==> src/rtl/amber48_pkg.sv <==
// Shared amber48 execute-stage types for the multi-cycle multiply/divide unit:
// op encoding, FSM states and operand-sign helpers.
package amber48_pkg;

   typedef enum logic [2:0] {
      OP_MUL    = 3'd0,
      OP_MULH   = 3'd1,
      OP_MULHSU = 3'd2,
      OP_MULHU  = 3'd3,
      OP_DIV    = 3'd4,
      OP_DIVU   = 3'd5,
      OP_REM    = 3'd6,
      OP_REMU   = 3'd7
   } muldiv_op_e;

   typedef enum logic [1:0] {
      MD_IDLE  = 2'd0,
      MD_BUSY  = 2'd1,
      MD_FINAL = 2'd2,
      MD_DONE  = 2'd3
   } muldiv_state_e;

   localparam int unsigned MULDIV_BPC_DEFAULT = 1;

   function automatic logic is_div(input muldiv_op_e op);
      return op inside {OP_DIV, OP_DIVU, OP_REM, OP_REMU};
   endfunction

   function automatic logic is_rem(input muldiv_op_e op);
      return op inside {OP_REM, OP_REMU};
   endfunction

   // Operand a is two's complement for these ops (MUL low half is sign-agnostic).
   function automatic logic signed_a(input muldiv_op_e op);
      return op inside {OP_MUL, OP_MULH, OP_MULHSU, OP_DIV, OP_REM};
   endfunction

   function automatic logic signed_b(input muldiv_op_e op);
      return op inside {OP_MUL, OP_MULH, OP_DIV, OP_REM};
   endfunction

endpackage

==> src/rtl/amber48_muldiv_iter.sv <==
// One combinational iteration of the muldiv datapath: BPC shift-add (multiply)
// or restoring shift-subtract (divide) steps over the {hi, lo} working pair.
module amber48_muldiv_iter #(
   parameter int unsigned XLEN = 48,
   parameter int unsigned BPC  = 1
) (
   input  logic            div_i,
   input  logic [XLEN-1:0] hi_i,
   input  logic [XLEN-1:0] lo_i,
   input  logic [XLEN-1:0] opnd_i,
   output logic [XLEN-1:0] hi_o,
   output logic [XLEN-1:0] lo_o
);

   always_comb begin : step_b
      logic [XLEN-1:0] hi;
      logic [XLEN-1:0] lo;
      logic [XLEN:0]   sum;
      hi  = hi_i;
      lo  = lo_i;
      sum = '0;
      for (int unsigned s = 0; s < BPC; s++) begin
         if (div_i) begin
            // Partial remainder stays below the divisor, so bit XLEN is the borrow.
            sum = {hi, lo[XLEN-1]} - {1'b0, opnd_i};
            if (!sum[XLEN]) begin
               hi = sum[XLEN-1:0];
               lo = {lo[XLEN-2:0], 1'b1};
            end else begin
               hi = {hi[XLEN-2:0], lo[XLEN-1]};
               lo = {lo[XLEN-2:0], 1'b0};
            end
         end else begin
            sum = {1'b0, hi} + (lo[0] ? {1'b0, opnd_i} : {(XLEN+1){1'b0}});
            hi  = sum[XLEN:1];
            lo  = {sum[0], lo[XLEN-1:1]};
         end
      end
      hi_o = hi;
      lo_o = lo;
   end

endmodule

==> src/rtl/amber48_muldiv_unit.sv <==
// amber48 multi-cycle integer multiply/divide unit with valid/ready handshakes.
// Define AMBER48_MULDIV_FAST_MUL_EN for single-cycle combinational multiplies.
module amber48_muldiv_unit
   import amber48_pkg::*;
#(
   parameter int unsigned XLEN           = 48,
   parameter int unsigned BITS_PER_CYCLE = MULDIV_BPC_DEFAULT,
   parameter int unsigned TAG_W          = 5
) (
   input  logic             clk_i,
   input  logic             rst_ni,
   input  logic             flush_i,
   input  logic             req_valid_i,
   output logic             req_ready_o,
   input  logic [2:0]       req_op_i,
   input  logic [XLEN-1:0]  req_a_i,
   input  logic [XLEN-1:0]  req_b_i,
   input  logic [TAG_W-1:0] req_tag_i,
   output logic             resp_valid_o,
   input  logic             resp_ready_i,
   output logic [XLEN-1:0]  resp_result_o,
   output logic [TAG_W-1:0] resp_tag_o,
   output logic             busy_o
);

   localparam int unsigned ITER  = XLEN / BITS_PER_CYCLE;
   localparam int unsigned CNT_W = (ITER > 1) ? $clog2(ITER) : 1;
   localparam logic [XLEN-1:0] XMIN = {1'b1, {(XLEN-1){1'b0}}};

   if (!(BITS_PER_CYCLE inside {1, 2, 4}) || (XLEN % BITS_PER_CYCLE) != 0) begin : g_bad_bpc
      $error("amber48_muldiv_unit: BITS_PER_CYCLE must be 1, 2 or 4 and divide XLEN");
   end

   muldiv_state_e    state_q, state_d;
   logic [CNT_W-1:0] cnt_q, cnt_d;
   muldiv_op_e       op_q, op_d;
   logic [TAG_W-1:0] tag_q, tag_d;
   logic [XLEN-1:0]  hi_q, hi_d, lo_q, lo_d, opnd_q, opnd_d;
   logic [XLEN-1:0]  result_q, result_d;
   logic             neg_q, neg_d, valid_q, valid_d;

   muldiv_op_e        req_op;
   logic              accept_c, a_neg_c, b_neg_c;
   logic [XLEN-1:0]   a_mag_c, b_mag_c;
   logic              div_zero_c, div_ovf_c, special_c;
   logic [XLEN-1:0]   special_res_c;
   logic              fast_c;
   logic [XLEN-1:0]   fast_res_c;
   logic [XLEN-1:0]   iter_hi_c, iter_lo_c;
   logic [2*XLEN-1:0] prod_c;
   logic [XLEN-1:0]   div_val_c, div_res_c, final_res_c;

   assign req_op      = muldiv_op_e'(req_op_i);
   assign req_ready_o = !flush_i && (state_q == MD_IDLE || (state_q == MD_DONE && resp_ready_i));
   assign accept_c    = req_valid_i && req_ready_o;

   // Operands are iterated as unsigned magnitudes; the sign is restored in FINAL.
   assign a_neg_c = signed_a(req_op) && req_a_i[XLEN-1];
   assign b_neg_c = signed_b(req_op) && req_b_i[XLEN-1];
   assign a_mag_c = a_neg_c ? -req_a_i : req_a_i;
   assign b_mag_c = b_neg_c ? -req_b_i : req_b_i;

   assign div_zero_c    = (req_b_i == '0);
   assign div_ovf_c     = (req_op == OP_DIV || req_op == OP_REM) && (req_a_i == XMIN) && (&req_b_i);
   assign special_c     = is_div(req_op) && (div_zero_c || div_ovf_c);
   assign special_res_c = div_zero_c ? (is_rem(req_op) ? req_a_i : '1)
                                     : (is_rem(req_op) ? '0 : XMIN);

`ifdef AMBER48_MULDIV_FAST_MUL_EN
   logic [2*XLEN-1:0] fast_a_c, fast_b_c, fast_prod_c;
   assign fast_a_c    = {{XLEN{signed_a(req_op) & req_a_i[XLEN-1]}}, req_a_i};
   assign fast_b_c    = {{XLEN{signed_b(req_op) & req_b_i[XLEN-1]}}, req_b_i};
   assign fast_prod_c = fast_a_c * fast_b_c;
   assign fast_res_c  = (req_op == OP_MUL) ? fast_prod_c[XLEN-1:0] : fast_prod_c[2*XLEN-1:XLEN];
   assign fast_c      = !is_div(req_op);
`else
   assign fast_res_c  = '0;
   assign fast_c      = 1'b0;
`endif

   amber48_muldiv_iter #(
      .XLEN (XLEN),
      .BPC  (BITS_PER_CYCLE)
   ) u_iter (
      .div_i  (is_div(op_q)),
      .hi_i   (hi_q),
      .lo_i   (lo_q),
      .opnd_i (opnd_q),
      .hi_o   (iter_hi_c),
      .lo_o   (iter_lo_c)
   );

   // After the last step: hi/lo hold product halves, or remainder/quotient.
   assign prod_c      = neg_q ? -{hi_q, lo_q} : {hi_q, lo_q};
   assign div_val_c   = is_rem(op_q) ? hi_q : lo_q;
   assign div_res_c   = neg_q ? -div_val_c : div_val_c;
   assign final_res_c = is_div(op_q) ? div_res_c
                      : (op_q == OP_MUL) ? prod_c[XLEN-1:0] : prod_c[2*XLEN-1:XLEN];

   always_comb begin : next_b
      state_d  = state_q;
      cnt_d    = cnt_q;
      op_d     = op_q;
      tag_d    = tag_q;
      hi_d     = hi_q;
      lo_d     = lo_q;
      opnd_d   = opnd_q;
      neg_d    = neg_q;
      result_d = result_q;
      valid_d  = valid_q;

      case (state_q)
         MD_BUSY: begin
            hi_d  = iter_hi_c;
            lo_d  = iter_lo_c;
            cnt_d = cnt_q - CNT_W'(1);
            if (cnt_q == '0) state_d = MD_FINAL;
         end
         MD_FINAL: begin
            result_d = final_res_c;
            valid_d  = 1'b1;
            state_d  = MD_DONE;
         end
         MD_DONE: begin
            if (resp_ready_i) begin
               valid_d = 1'b0;
               state_d = MD_IDLE;
            end
         end
         default: ;
      endcase

      // A new accept overrides the DONE->IDLE retirement for back-to-back ops.
      if (accept_c) begin
         op_d  = req_op;
         tag_d = req_tag_i;
         cnt_d = CNT_W'(ITER - 1);
         hi_d  = '0;
         if (is_div(req_op)) begin
            lo_d   = a_mag_c;
            opnd_d = b_mag_c;
            neg_d  = is_rem(req_op) ? a_neg_c : (a_neg_c ^ b_neg_c);
         end else begin
            lo_d   = b_mag_c;
            opnd_d = a_mag_c;
            neg_d  = a_neg_c ^ b_neg_c;
         end
         if (special_c) begin
            result_d = special_res_c;
            valid_d  = 1'b1;
            state_d  = MD_DONE;
         end else if (fast_c) begin
            result_d = fast_res_c;
            valid_d  = 1'b1;
            state_d  = MD_DONE;
         end else begin
            valid_d  = 1'b0;
            state_d  = MD_BUSY;
         end
      end

      if (flush_i) begin
         state_d = MD_IDLE;
         valid_d = 1'b0;
      end
   end

   always_ff @(posedge clk_i or negedge rst_ni) begin
      if (!rst_ni) begin
         state_q  <= MD_IDLE;
         cnt_q    <= '0;
         op_q     <= OP_MUL;
         tag_q    <= '0;
         hi_q     <= '0;
         lo_q     <= '0;
         opnd_q   <= '0;
         neg_q    <= 1'b0;
         result_q <= '0;
         valid_q  <= 1'b0;
      end else begin
         state_q  <= state_d;
         cnt_q    <= cnt_d;
         op_q     <= op_d;
         tag_q    <= tag_d;
         hi_q     <= hi_d;
         lo_q     <= lo_d;
         opnd_q   <= opnd_d;
         neg_q    <= neg_d;
         result_q <= result_d;
         valid_q  <= valid_d;
      end
   end

   assign resp_valid_o  = valid_q;
   assign resp_result_o = result_q;
   assign resp_tag_o    = tag_q;
   assign busy_o        = (state_q != MD_IDLE);

endmodule

==> config.mk <==
export PLATFORM = sky130hd
export DESIGN_NAME = amber48_muldiv_unit
export DESIGN_NICKNAME = d
export VERILOG_FILES = /design/src/rtl/amber48_pkg.sv /design/src/rtl/amber48_muldiv_iter.sv /design/src/rtl/amber48_muldiv_unit.sv
export SDC_FILE = /design/constraint.sdc
export NUM_CORES = 1
export LEC_CHECK = 0
export CELL_PAD_IN_SITES_DETAIL_PLACEMENT = 1
export CELL_PAD_IN_SITES_GLOBAL_PLACEMENT = 1
export CORE_MARGIN = 4
export CORE_UTILIZATION = 46
export CTS_BUF_LIST = sky130_fd_sc_hd__clkbuf_8
export CTS_CLUSTER_SIZE = 24
export DETAILED_ROUTE_END_ITERATION = 10
export GPL_ROUTABILITY_DRIVEN = 0
export PLACE_DENSITY_LB_ADDON = 0.2
export SLEW_MARGIN = 20
export SYNTH_ARGS = -nofsm -noshare
export SYNTH_HDL_FRONTEND = slang
export SYNTH_SLANG_ARGS = --single-unit
==> constraint.sdc <==
create_clock -name clk_i -period 5.9 [get_ports clk_i]
set_clock_uncertainty 0.05 [all_clocks]
set_input_delay 0.59 -clock clk_i [delete_from_list [all_inputs] [get_ports clk_i]]
set_output_delay 0.59 -clock clk_i [all_outputs]
set_load 0.005 [all_outputs]
Word level (Yosys, flattened, before mapping)
Cells that the tools add are included.
{ "totals": {"register_bits": 210, "latchBits": 0, "ram_bits": 0, "rom_bits": 0, "inputBits": 109, "output_inout_bits": 56, "elab_cells": 103, "memories": 0} }
{ "classes": {"add_sub_neg": 7, "n_mul": 0, "div_mod_pow": 0, "n_lt_le_gt_ge": 0, "n_eq_ne": 16, "shifts": 0, "mux": 39, "bitwise_logic": 1, "reduce_logical": 30} }
{ "op_table": {"columns": ["cell", "count"], "rows": [
  ["$mux W48", 22],
  ["$neg A48 Y48", 3],
  ["$mux W96", 1],
  ["$neg A96 Y96", 1],
  ["$add A48 B49 Y49", 1],
  ["$sub A49 B48 Y49", 1],
  ["$eq A48 B48 Y1 const B", 1],
  ["$logic_not A48 Y1", 1],
  ["$reduce_and A48 Y1", 1],
  ["$eq A3 B3 Y1 const B", 8],
  ["$reduce_bool A4 Y1", 4],
  ["$mux W6", 2],
  ["$mux W2", 5],
  ["$reduce_bool A5 Y1", 2],
  ["$logic_and A1 B1 Y1", 8],
  ["$ne A4 B4 Y1 const B", 2],
  ["$reduce_bool A2 Y1", 4],
  ["$mux W1", 7],
  ["$logic_not A3 Y1", 2],
  ["$logic_not A6 Y1", 1],
  ["$pmux W2 S3", 1],
  ["$sub A6 B1 Y6 const B", 1],
  ["$eq A2 B2 Y1 const B", 2],
  ["$eq A3 B1 Y1 const B", 1],
  ["9 further kinds", 11]
]} }

Depth between registers and ports, before layout
{ "logic_depth": {"word_depth": 9, "depth_mapped": 16, "depth_no_buf": 14} }

Hierarchy
A second synthesis with hierarchy kept.
{ "hier_totals": {"hier_cells": 3401, "area_unflattened_um2": 25291.8} }
{ "modules_own_cells": {"columns": ["module", "n_inst", "cells_per_inst", "area_per_inst_um2", "seq_area_each_um2"], "rows": [
  ["amber48_muldiv_unit", 1, 2351, 17946.0, 5255.0],
  ["amber48_muldiv_iter", 1, 1050, 7345.8, 0.0]
]} }

Least setup slack after synthesis
Ideal clock, no wire load.
{ "synth_path": {"path_type": "register to register", "start": "register op_q[2]", "end": "register result_q[44] (netlist: resp_result_o[44])", "setup_time_ns": 0.125, "t_arrival_ns": 4.346, "t_required_ns": 5.725, "slack_ns": 1.379, "stages_incl_launch_ff": 16, "n_path_buf": 4, "period_less_slack_ns": 4.521, "cell_sequence": "dfrtp_1 -> nand2_1 -> clkbuf_1 -> clkbuf_1 -> buf_1 -> buf_1 -> mux2i_1 -> ha_1 -> o211ai_1 -> or4_1 -> nor4b_1 -> nand4b_1 -> o21ai_1 -> xor2_1 -> nor2_1 -> a2111oi_0"} }
{ "synth_via": {"elab_chain_len": 9, "elab_cells_between_ends": 15, "cone_classes": "add/sub (1); eq/ne (4); mux (7); reduce/logical (3)"} }
{ "synth_lines": {"columns": ["element", "line_no", "rtl"], "rows": [
  ["start: declaration", "amber48_muldiv_unit.sv:36", "muldiv_op_e op_q, op_d;"],
  ["start signal: assignment", "amber48_muldiv_unit.sv:183", "op_q <= op_d;"],
  ["$eq A3 B3 Y1", "amber48_pkg.sv:26, amber48_pkg.sv:30", null],
  ["$reduce_bool A2 Y1", "amber48_pkg.sv:30", "return op inside {OP_REM, OP_REMU};"],
  ["$mux W48", "amber48_muldiv_unit.sv:95", "assign div_val_c = is_rem(op_q) ? hi_q : lo_q;"],
  ["$neg A48 Y48", "amber48_muldiv_unit.sv:96", "assign div_res_c = neg_q ? -div_val_c : div_val_c;"],
  ["$mux W48", "amber48_muldiv_unit.sv:96", null],
  ["$mux W48 (*)", "amber48_muldiv_unit.sv:97", "assign final_res_c = is_div(op_q) ? div_res_c"],
  ["$mux W48 (*)", "amber48_muldiv_unit.sv:112", "case (state_q)"],
  ["$mux W48", "amber48_muldiv_unit.sv:148", "if (special_c) begin"],
  ["$mux W48 (*)", "amber48_muldiv_unit.sv:134", "if (accept_c) begin"],
  ["via result_d[44]", "amber48_muldiv_unit.sv:39", "logic [XLEN-1:0] result_q, result_d;"],
  ["end signal: assignment", "amber48_muldiv_unit.sv:189", "result_q <= result_d;"],
  ["end: declaration", "amber48_muldiv_unit.sv:39", null]
]} }
Mark *: on every way through the listed nets, which the timed path passes. The rest lies on a longest branch.
A chain may end at the register's enable or synchronous reset.

Final worst setup path
{ "layout_path": {"start": "register lo_q[0]", "end": "register hi_q[46]"} }
{ "layout_via": {"elab_chain_len": 5} }
{ "layout_lines": {"columns": ["element", "line_no", "rtl"], "rows": [
  ["start: declaration", "amber48_muldiv_unit.sv:38", "logic [XLEN-1:0] hi_q, hi_d, lo_q, lo_d, opnd_q, opnd_d;"],
  ["start signal: assignment", "amber48_muldiv_unit.sv:186", "lo_q <= lo_d;"],
  ["$mux W48", "amber48_muldiv_iter.sv:34", "sum = {1'b0, hi} + (lo[0] ? {1'b0, opnd_i} : {(XLEN+1){1'b0}});"],
  ["$add A48 B49 Y49", "amber48_muldiv_iter.sv:34", null],
  ["$mux W48", "amber48_muldiv_iter.sv:23", "if (div_i) begin"],
  ["$mux W48", "amber48_muldiv_unit.sv:112", null],
  ["$mux W48", "amber48_muldiv_unit.sv:134", null],
  ["end signal: assignment", "amber48_muldiv_unit.sv:185", "hi_q <= hi_d;"],
  ["end: declaration", "amber48_muldiv_unit.sv:38", null]
]} }
Every way passes these cells. The select of a mux whose other input is x is not followed.

==> results_dict.tcl <==
set metrics [dict create \
    status "finished, final reports clean" \
    drtIter0Drc 3051 \
    seqCellArea_um2 5263 \
    p_sw_share_pct 53.57 \
    power_density_nw_per_um2 499.7 \
    r2r_end "hi_q[46]" \
    wl_met1_mm 44.48 \
    netlist.area_leader.share_pct 22.02 \
    hold_class "flip-flop to flip-flop" \
    rows 83 \
    synth_edf_count 0 \
    synthesis.nets 3445 \
    combPwrFrac_pct 64.5 \
    grt_pass1_vias 27113 \
    irDropWorstVdd_mv 0.2502 \
    core_area_um2 51300 \
    start_util_pct 46.51 \
    syn_area_um2 23860 \
    min_from "resp_tag_o[3]" \
    post_cts_resized 0 \
    seqPwrFrac_pct 24.1 \
    drc 0 \
    areaGrowthSynthToFinish_pct 11.66 \
    synth_cell_types 89 \
    post-synth-top-area-cell "dfrtp_1" \
    dpl.cell_count 3868 \
    cts_made_buffers 46 \
    die_h_um 235.8 \
    wirelength_mm 112.3 \
    nets 3451 \
    fmax_mhz 192.6 \
    period_share_pct 88.01 \
    die_area_um2 55580 \
    instances_no_fill 3945 \
    die_x_um 235.8 \
    grt-ovfl-total 0 \
    fill_cells 6439 \
    place_area_um2 25820 \
    finalHoldViolations 0 \
    setup_violations 0 \
    worstSetupPathType "flip-flop to flip-flop" \
    grt_start_max_net_pins 122 \
    highest_layer "met5" \
    netlist_instances 3231 \
    wl_met3_mm 11.22 \
    synthTopCellsByArea "dfrtp_1, o21ai_0, xnor2_1, mux2i_1, a21oi_1" \
    reg2reg_depth 14 \
    portBuffers 164 \
    worst_ep_arrival_time_ns 5.63 \
    antenna_found_initial 7 \
    ys_seq_area_share_pct 22.02 \
    track_usage_pct 38.44 \
    cp-start-kind "flip-flop" \
    drtPass1Iterations 6 \
    crit_required_ns 6.34 \
    grt_pass1_wl_mm 168.3 \
    dr_wl_met2_mm 49.48 \
    crit_path_end_kind "flip-flop" \
    power_mw 13.31 \
    hold_ws_ns 0.4304 \
    async_reset_ff_share_pct 100.0 \
    antenna_left 0 \
    fin_area_um2 26640 \
    slew_violations 0 \
    vias 27000 \
    leakagePower_nw 10.79 \
    r2r_start "lo_q[0]" \
    cp_max_fo 14 \
    cts.clk_slew.worst_paths_ns 0.06 \
    tightestPinTransition_ns 1.310 \
    min_to "resp_tag_o[3]" \
    clk_path_buf_depth 3 \
    fin_tns_setup_ns 0 \
    wl_per_cell_um 28.46 \
    p_sw_mw 7.132 \
    place_hpwl_mm 85.56 \
    r2r_setup_slack_ns 0.71 \
    ys_ff_latch 210 \
    ys_warn_count 0 \
    cts.sinks 210 \
    hold_path_depth 2 \
    clk_latency_ns 0.65 \
    htreeDepth 2 \
    num_io_pins 165 \
    root_buffer "clkbuf_8" \
    vias_per_cell 6.844 \
    multiInputGateArea_um2 17270 \
    cts_tree "done" \
    rsz0062_at_grt "false" \
    max_cap_violations 0 \
    drive_gt1_share_pct 5.792 \
    final.min_clock_period_ns 5.193 \
    slew_headroom_pct 12.56 \
    p_int_mw 6.181 \
    synth-main-ff-cell "dfrtp_1" \
    clockPowerShare_pct 11.4 \
    syn_avg_cell_area_um2 7.386 \
]
[state kept, by name, summed over array words and instances (netlist names)]
| name | count |
|---|---|
| resp_result_o | 48 |
| lo_q | 48 |
| cnt_q | 6 |
| op_q | 3 |
| hi_q | 48 |
| resp_valid_o | 1 |
| neg_q | 1 |
| state_q | 2 |
| opnd_q | 48 |
| resp_tag_o | 5 |
[worst max path at each step]
stage / start / endpoint / slack [ns] / depth (start not counted)
floorplan: op_q[2] / resp_result_o[44] / 1.38 / 15
global placement: lo_q[0] / hi_q[46] / 1.0 / 14
detailed placement: lo_q[0] / hi_q[46] / 0.81 / 14
CTS: lo_q[0] / hi_q[46] / 0.80 / 14
global route: lo_q[0] / hi_q[46] / 0.45 / 14
finish: lo_q[0] / hi_q[46] / 0.71 / 14
[cell usage after synthesis, drive strengths merged (8+ instances only)]
master,number
nand2,333
nor2b,19
or2,26
a22oi,27
o221ai,33
o31a,9
o21ai,349
o21bai,8
nor3,71
o21a,15
a21oi,263
o211ai,75
buf,46
inv,96
o41ai,23
a31oi,25
nor4,37
a211oi,41
mux2i,131
dfrtp,210
o22ai,16
a21o,59
xor2,133
a2111oi,8
nand4,47
or3,36
nand3,67
nand2b,23
or4,40
xnor2,180
and2,18
ha,103
and3,14
nor2,270
clkbuf,217
o31ai,60
[placed cells by master (no fill, tap or decap), types with 15 or more instances in the layout]
cell,count
o21ai_0,343
nand2_1,331
nor2_1,265
a21oi_1,260
dfrtp_1,208
xnor2_1,180
clkdlybuf4s50_1,162
xor2_1,133
mux2i_1,131
inv_1,112
ha_1,103
o211ai_1,75
nor3_1,70
nand3_1,67
a21o_1,59
o31ai_1,56
buf_4,56
clkbuf_8,51
nand4_1,46
a211oi_1,40
or4_1,37
or3_1,35
o221ai_1,33
nor4_1,32
a22oi_1,27
a31oi_1,25
nand2b_1,22
or2_2,20
o41ai_1,19
nor2b_1,17
o22ai_1,16
o21a_1,15
[power by group through the flow]
stage          Combinational, mW  Sequential [mW]  Clock, mW
2_1_floorplan               6.15             2.35          0
3_3_place_gp                7.92             3.11          0
3_5_place_dp                8.23             3.14          0
4_1_cts                     8.32             3.12       1.54
5_1_grt                     9.19             3.24       1.60
6_report                    8.58             3.21       1.52
[per-stage QoR]
step	util, %	worst slack, ns
4_1_cts	51.93	0.7959
3_3_place_gp	50.33	0.9986
2_1_floorplan	-	1.379
5_1_grt	51.93	0.4468
6_report	51.94	0.7073
3_5_place_dp	50.34	0.8088
[cell families (layout without fill, tap and decap cells)]
family                   after synthesis  count (layout)  synth area share, %
flip-flops                           210             210                22.02
XOR/XNOR                             313             313                11.49
AO/OA/AOI/OAI                       1073            1073                28.27
multiplexers                         138             138                5.825
AND/OR/NAND/NOR                     1032            1032                20.97
buffers and inverters                360             392                5.862
adder cells (fa/ha/maj)              105             105                5.568
other                                  0               2                    0
[final cells by class]
cell class / instances / share of cell area (%)
Timing Repair Buffer: 221 / 7.833
Antenna cell: 2 / 0.01878
Multi-Input combinational cell: 2661 / 64.81
Clock inverter: 23 / 0.3898
Tap cell: 680 / 3.193
Inverter: 97 / 1.367
Sequential cell: 210 / 19.75
Clock buffer: 51 / 2.634
[routing by layer]
metal	GRT usage, %	vias up
li1	-	11754
met4	20.34	8
met1	49.32	13359
met3	9.114	412
met2	60.15	1467
met5	0	-
[timing repair]
| action | 4_1_cts | 5_1_grt |
|---|---|---|
| hold buffers | 1 | 0 |
| setup buffers | 0 | 0 |
| hold endpoints to repair | 42 | 0 |
| endpoints found under the setup margin | 0 | 0 |
[worst max-delay path, cell delays in order, from the launching register on]
cell and delay, ns:
dfrtp_1 0.46, inv_1 0.45, nor2_1 0.14, ha_1 0.37, nand2_1 0.08, o311ai_1 0.58, a2111oi_0 0.26, buf_4 0.21
or3_1 0.40, a311oi_1 0.78, a211oi_1 0.34, o21ai_1 0.33, nor3b_1 0.31, mux2i_1 0.23, o21ai_1 0.07
Power figures use the tool's default switching activity.
